<file path="src/rtl/alu_op_sequencer.sv">
// rtl/alu_op_sequencer.sv - command FIFO plus two-state issue/capture sequencer driving an external ALU
module alu_op_sequencer #(
   parameter int DEPTH = 4,
   parameter int WIDTH = 8,
   parameter int TAGW  = 4
) (
   input  logic             clk,
   input  logic             rst_n,
   input  logic             cmd_valid,
   output logic             cmd_ready,
   input  logic [1:0]       cmd_op,
   input  logic [WIDTH-1:0] cmd_a,
   input  logic [WIDTH-1:0] cmd_b,
   input  logic [TAGW-1:0]  cmd_tag,
   output logic [1:0]       alu_op_code,
   output logic [WIDTH-1:0] alu_a,
   output logic [WIDTH-1:0] alu_b,
   input  logic [WIDTH-1:0] alu_result,
   output logic             rsp_valid,
   input  logic             rsp_ready,
   output logic [WIDTH-1:0] rsp_result,
   output logic [1:0]       rsp_op,
   output logic [TAGW-1:0]  rsp_tag,
   output logic             rsp_zero,
   output logic [15:0]      issued_count
);

   localparam int AW = $clog2(DEPTH);
   localparam int EW = 2 + 2 * WIDTH + TAGW;
   localparam logic [AW:0] PTR_ONE = {{AW{1'b0}}, 1'b1};

   typedef enum logic {IDLE, EXEC} state_t;

   state_t           state_q, state_d;
   logic [EW-1:0]    mem_q [DEPTH];
   logic [AW:0]      wr_ptr_q, rd_ptr_q;
   logic [EW-1:0]    head;
   logic [1:0]       head_op;
   logic [WIDTH-1:0] head_a, head_b;
   logic [TAGW-1:0]  head_tag;
   logic             empty, full, push, pop, load, capture;

   logic [1:0]       alu_op_q;
   logic [WIDTH-1:0] alu_a_q, alu_b_q;
   logic             rsp_valid_q, rsp_zero_q;
   logic [WIDTH-1:0] rsp_result_q;
   logic [1:0]       rsp_op_q;
   logic [TAGW-1:0]  rsp_tag_q;
   logic [15:0]      issued_q;

   // Extra pointer MSB distinguishes full from empty when the indices match.
   assign empty = (wr_ptr_q == rd_ptr_q);
   assign full  = (wr_ptr_q[AW] != rd_ptr_q[AW]) && (wr_ptr_q[AW-1:0] == rd_ptr_q[AW-1:0]);
   assign cmd_ready = !full;
   assign push = cmd_valid && cmd_ready;
   assign pop  = capture;

   assign head = mem_q[rd_ptr_q[AW-1:0]];
   assign {head_op, head_a, head_b, head_tag} = head;

   always_ff @(posedge clk) begin
      if (push) mem_q[wr_ptr_q[AW-1:0]] <= {cmd_op, cmd_a, cmd_b, cmd_tag};
   end

   always_ff @(posedge clk or negedge rst_n) begin
      if (!rst_n) begin
         wr_ptr_q <= '0;
         rd_ptr_q <= '0;
      end else begin
         if (push) wr_ptr_q <= wr_ptr_q + PTR_ONE;
         if (pop)  rd_ptr_q <= rd_ptr_q + PTR_ONE;
      end
   end

   always_ff @(posedge clk or negedge rst_n) begin
      if (!rst_n) state_q <= IDLE;
      else        state_q <= state_d;
   end

   // Issue only when the response slot is free or draining this edge,
   // so a capture never collides with an unconsumed response.
   always_comb begin
      state_d = state_q;
      load    = 1'b0;
      capture = 1'b0;
      case (state_q)
         IDLE: begin
            if (!empty && (!rsp_valid_q || rsp_ready)) begin
               state_d = EXEC;
               load    = 1'b1;
            end
         end
         EXEC: begin
            state_d = IDLE;
            capture = 1'b1;
         end
         default: state_d = IDLE;
      endcase
   end

   always_ff @(posedge clk or negedge rst_n) begin
      if (!rst_n) begin
         alu_op_q <= '0;
         alu_a_q  <= '0;
         alu_b_q  <= '0;
      end else if (load) begin
         alu_op_q <= head_op;
         alu_a_q  <= head_a;
         alu_b_q  <= head_b;
      end
   end

   always_ff @(posedge clk or negedge rst_n) begin
      if (!rst_n) begin
         rsp_valid_q  <= 1'b0;
         rsp_result_q <= '0;
         rsp_op_q     <= '0;
         rsp_tag_q    <= '0;
         rsp_zero_q   <= 1'b0;
      end else if (capture) begin
         rsp_valid_q  <= 1'b1;
         rsp_result_q <= alu_result;
         rsp_op_q     <= head_op;
         rsp_tag_q    <= head_tag;
         rsp_zero_q   <= (alu_result == '0);
      end else if (rsp_ready) begin
         rsp_valid_q  <= 1'b0;
      end
   end

   always_ff @(posedge clk or negedge rst_n) begin
      if (!rst_n)       issued_q <= '0;
      else if (capture) issued_q <= issued_q + 16'd1;
   end

   assign alu_op_code  = alu_op_q;
   assign alu_a        = alu_a_q;
   assign alu_b        = alu_b_q;
   assign rsp_valid    = rsp_valid_q;
   assign rsp_result   = rsp_result_q;
   assign rsp_op       = rsp_op_q;
   assign rsp_tag      = rsp_tag_q;
   assign rsp_zero     = rsp_zero_q;
   assign issued_count = issued_q;

endmodule

</file>
<file path="config.mk">
export PLATFORM = sky130hd
export DESIGN_NAME = alu_op_sequencer
export DESIGN_NICKNAME = d
export VERILOG_FILES = /design/src/rtl/alu_op_sequencer.sv
export SDC_FILE = /design/constraint.sdc
export NUM_CORES = 1
export LEC_CHECK = 0
export CORE_MARGIN = 3
export CORE_UTILIZATION = 51
export CTS_CLUSTER_DIAMETER = 30
export DETAILED_ROUTE_END_ITERATION = 8
export GPL_TIMING_DRIVEN = 0
export PLACE_DENSITY = 0.73
export RECOVER_POWER = 25
export SLEW_MARGIN = 20
export SYNTH_ARGS = -nofsm -noshare
export SYNTH_HDL_FRONTEND = slang
export SYNTH_SLANG_ARGS = --single-unit
</file>
<file path="constraint.sdc">
create_clock -name clk -period 2.7 [get_ports clk]
set_input_delay 0.675 -clock clk [delete_from_list [all_inputs] [get_ports clk]]
set_output_delay 0.675 -clock clk [all_outputs]
set_load 0.02 [all_outputs]
</file>
[Yosys cells after proc, flatten, opt, wreduce, memory -nomap -nowiden]
Memory sizes are Yosys's and may differ from the RTL's.
Index checks and enable logic that the tools add are counted.
Widths: inputs -> output; s select.
Word-level totals
  memories: 1
  input bits: 34
  bits in writable memories: 88
  register bits after elaboration: 57
Memories
  mem_q: words 4, bits a word 22, read ports 1, clocked after Yosys merged registers in 0, write ports 1, RTL line 35  | logic [EW-1:0] mem_q [DEPTH];
Operators by class
  add/subtract/negate cells: 3
  bitwise gates (word level): 1
  reductions and logical operators: 9
  mux-type cells: 8
  equal/unequal tests: 3
Operators with widths (number)
  $add 16x1->16 const B: 1
  $logic_not 8->1: 1
  $mux 1: 7
  $add 3x1->3 const B: 2
  $eq 3x3->1: 1
  $logic_and 1x1->1: 3
  $logic_not 1->1: 3
  $eq 2x2->1: 1
  $pmux 1 s2: 1
  $reduce_bool 2->1: 1
  $logic_or 1x1->1: 1
  $ne 1x1->1: 1
  $not 1->1: 1

[Logic depth before layout (Yosys ltp)]
  depth in word-level cells: 6
  depth in mapped cells: 7
  depth with buffers taken out: 4

[Worst setup path before layout]
No wires, ideal clock.
  kind: input port to flip-flop
  from: input cmd_valid
  to: memory mem_q[3][0] (netlist bit) (enable)
  stages on the path: 3
  required time: 2.318 ns
  slack: 0.630 ns
  setup time: 0.382 ns
  buffers on the path: 0
  arrival: 1.688 ns
  cells stage by stage: inv_1 -> a31oi_1 -> and2_1
Between the ends
  cells in the longest elaborated chain, start to end: 3
RTL lines
  start: declaration: RTL line 9  | input logic cmd_valid,
  $logic_and 1x1->1: RTL line 55  | assign push = cmd_valid && cmd_ready;
  $mux 1: RTL line 62  | if (push) mem_q[wr_ptr_q[AW-1:0]] <= {cmd_op, cmd_a, cmd_b, cmd_tag};
  $mux 1 (not written as such): RTL line 62
  end: declaration: RTL line 35
Every way passes these cells.

[Final worst setup path]
  from: register rd_ptr_q[0]
  to: output cmd_ready
Between the ends
  cells in the longest elaborated chain, start to end: 3
RTL lines
  start: declaration: RTL line 36  | logic [AW:0] wr_ptr_q, rd_ptr_q;
  start signal: assignment: RTL line 71  | if (pop) rd_ptr_q <= rd_ptr_q + PTR_ONE;
  $eq 2x2->1: RTL line 53  | assign full = (wr_ptr_q[AW] != rd_ptr_q[AW]) && (wr_ptr_q[AW-1:0] == rd_ptr_q[AW-1:0]);
  $logic_and 1x1->1: RTL line 53
  $logic_not 1->1: RTL line 54  | assign cmd_ready = !full;
  end: declaration: RTL line 10  | output logic cmd_ready,
Every way passes these cells.

==> impl_results.md <==
* Status: finished clean
* Worst EP arrival at 1.91 ns
* Seq/Total Area, Yosys at 72.44%
* Finished Core Util at 68.89%
* #FFs+latches synth at 145
* First-pass GRT wire length at 16170 um
* Final clock skew at 0.006977 ns
* Most common cell in the netlist: edfxtp_1
* First DRT Iteration DRCs at 169
* Share of flip-flops with an asynchronous set or reset at 39.31%
* WL per Instance at 17.87 um
* Setup TNS at 0 ns
* Tightest Pin Transition at 0.6409 ns
* CTS HTree Levels at 4
* Vias in the first global route at 3082
* Die Ht at 110.9 um
* Detailed Route WL at 9684 um
* Port buffer count at 84
* Inst Count DP at 508
* Most instantiated cells after synthesis: 88 x edfxtp_1, 57 x dfrtp_1, 25 x mux2_2
* Nets at 432
* Synth Flop Type: edfxtp_1
* Largest net degree at the start of global routing at 51
* EDFF count, synth at 88
* Setup Buffers After CTS at 0
* Top cell type's share of synthesized area at 47.05%
* Yosys warnings at 0
* Remaining DRCs at 0
* Net switching share of the total power at 30.38%
* Initial antenna violation count at 1
* Total CTS buffers at 17
* Critical-path maximum fanout at 6
* Longest Clk Path Bufs at 2
* Worst-path cell chain: buf_6 > xnor2_2 > nand3_1 > clkdlybuf4s50_1
* Pins Over Slew Limit at 0
* Non-Filler Instances at 542
* CORE AREA at 0.01051 mm^2
* Top cells by area, synth: edfxtp_1 47%, dfrtp_1 25%, mux4_2 7.6%, mux2_2 5.0%, mux2_4 2.4%
* CTS Sinks at 145
* Seq pwr share at 38.5%
* Endpoints failing hold at 0
* Slowest stage delay, CP at 0.61 ns
* Max Cap Violations at 0
* Hold Crit Class: flip-flop to flip-flop
* Clk_lat worst skew at 0.51 ns
* Mapped Cells at 287
* GRT Total Usage at 17.07%
* Post-Syn Nets at 327
* Area growth syn-to-layout at 28.89%
* Comb power frac at 36.2%
* Clk pwr share at 25.3%
* Crit Path Class: flip-flop to output port
* Internal Power at 6.097 mW
* Unrepaired setup endpoints after global routing: no
* Die span in x at 110.9 um
* Setup crit end kind: output port
* Total gr overflow at 0
* CTS tree: yes
* Worst path slowest cell: clkdlybuf4s50_1
* Syn avg cell area at 19.57 um^2
* Post-DR vias/cell at 5.242
* Layout cells sized above 1 at 24.20%
* Starting Density at 53.45%
* Clock root buffer: clkbuf_8
* Worst Setup Start Kind: flip-flop
* Number of fill cells at 739
* Worst relative slew slack at 57.27%
* Distinct cell type count of the synthesized netlist at 27
* First drt pass iteration count at 4
* Crit path required time at 2.03 ns
* Fmax at 0.3862 GHz
* Post-Syn Area at 0.005617 mm^2
* FP Rows at 37
* Vias post-DR at 2841
* Routed Antenna Nets at 0
* Tmin final at 2.589 ns
* GP Congestion at 0.7469
* WHS at 0.4885 ns
* Cell accounting for the most synthesized area: edfxtp_1
* # IOs at 85
* Hpwl dp at 6093 um
* NetSw at 2.661 mW
* PD cells at 1210 mW/mm^2
* Setup violations, final at 0
* VDD IR max at 0.5773 mV
* Clk slew on worst S/H paths at 0.06 ns
* Lkg Pwr at 2.739 nW
* Total die area at 0.01231 mm^2
* Fin crit share at 95.90%
## power by group through the flow
stage / clock network (mW) / logic [mW] / registers (mW)
after global routing: 2.37 / 3.42 / 3.45
after floorplan: 0 / 1.76 / 3.72
after global placement: 0 / 3.15 / 3.39
after detailed placement: 0 / 3.22 / 3.41
final: 2.22 / 3.17 / 3.37
after CTS: 2.26 / 3.25 / 3.38
## placed cells by master (no fill, tap or decap), types with 2 or more instances in the layout
cell | synthesis | final
mux4_2 | 19 | 19
inv_1 | 7 | 7
o21ai_0 | 2 | 2
and2_2 | 0 | 4
nor4_1 | 3 | 3
mux2_4 | 9 | 9
xor2_1 | 10 | 10
xnor2_2 | 2 | 2
dfrtp_1 | 57 | 57
clkdlybuf4s50_1 | 0 | 62
clkbuf_1 | 3 | 4
and3_1 | 3 | 3
nor3_1 | 4 | 4
nor2_1 | 3 | 3
buf_6 | 6 | 6
clkbuf_16 | 0 | 16
clkinv_4 | 0 | 6
nand2_1 | 10 | 10
dlygate4sd3_1 | 0 | 22
edfxtp_1 | 88 | 88
ha_1 | 6 | 6
mux2_2 | 25 | 25
inv_6 | 0 | 3
nand4_1 | 3 | 3
bufinv_16 | 0 | 2
nand3_1 | 5 | 5
clkinv_1 | 0 | 2
mux4_1 | 3 | 3
xnor2_1 | 10 | 10
## state kept, by name (all words and copies together), names as in the netlist
signal / flops
wr_ptr_q: 3
alu_b: 8
rd_ptr_q: 3
alu_a: 8
alu_op_code: 2
rsp_tag: 4
rsp_op: 2
state_q: 1
rsp_zero: 1
mem_q: 88
rsp_valid: 1
rsp_result: 8
issued_count: 16
## timing repair
item	4_1_cts	5_1_grt
gates resized for setup	0	0
hold endpoints to repair	7	0
hold buffers	1	0
## metal layers
metal / GRT usage [%] / vias up / share of wire, %
met2: 28.72 / 72 / 51
met4: 4.680 / 0 / 0.95
li1: - / 1305 / -
met1: 21.56 / 1452 / 43
met5: 0 / - / 0
met3: 5.349 / 12 / 5.2
## critical path: cells and delay by family (launching register included)
family / cells / cell delay, ns
buffers and inverters: 2 / 0.76
flip-flops: 1 / 0.39
XOR/XNOR: 1 / 0.14
AND/OR/NAND/NOR: 1 / 0.12
## cells by family after synthesis
group	share of synthesized area, %
compound gates	0.6016
xor+xnor	3.698
fa+ha+maj	1.337
buf+inv	2.361
flops	72.44
mux	16.44
simple gates	3.119
## stage by stage
stage | power (mW) | area (um^2) | setup slack, ns
after floorplan | 5.479 | 5617 | 0.6296
after global placement | 6.544 | 6628 | -0.9603
after detailed placement | 6.630 | 6658 | 0.002045
after CTS | 8.897 | 7241 | 0.06111
after global routing | 9.236 | 7239 | 0.005407
final | 8.757 | 7239 | 0.1108
## area by class of cell
| class | count | area (um^2) | area share [%] |
|---|---|---|---|
| sequential | 145 | 4069 | 56.20 |
| multi-input combinational | 124 | 1420 | 19.62 |
| timing repair buffer | 86 | 872.1 | 12.05 |
| clock buffer | 17 | 414.1 | 5.721 |
| tap | 136 | 170.2 | 2.350 |
| clock inverter | 15 | 158.9 | 2.195 |
| buffer | 11 | 106.4 | 1.469 |
| inverter | 7 | 26.28 | 0.3629 |
| antenna | 1 | 2.502 | 0.03457 |
## worst paths after layout
path	startpoint	endpoint	slack, ns	depth (start not counted)
min in group asynchronous	rst_n	issued_count[9]	0.67	2
min reg2reg	issued_count[15]	issued_count[15]	0.49	1
max in group asynchronous	rst_n	alu_op_code[1]	1.39	3
max	rd_ptr_q[0]	cmd_ready	0.11	4
min	issued_count[15]	issued_count[15]	0.49	1
max reg2reg	rd_ptr_q[1]	mem_q[2][6]	0.51	4
(Power assumes the default switching activity.)
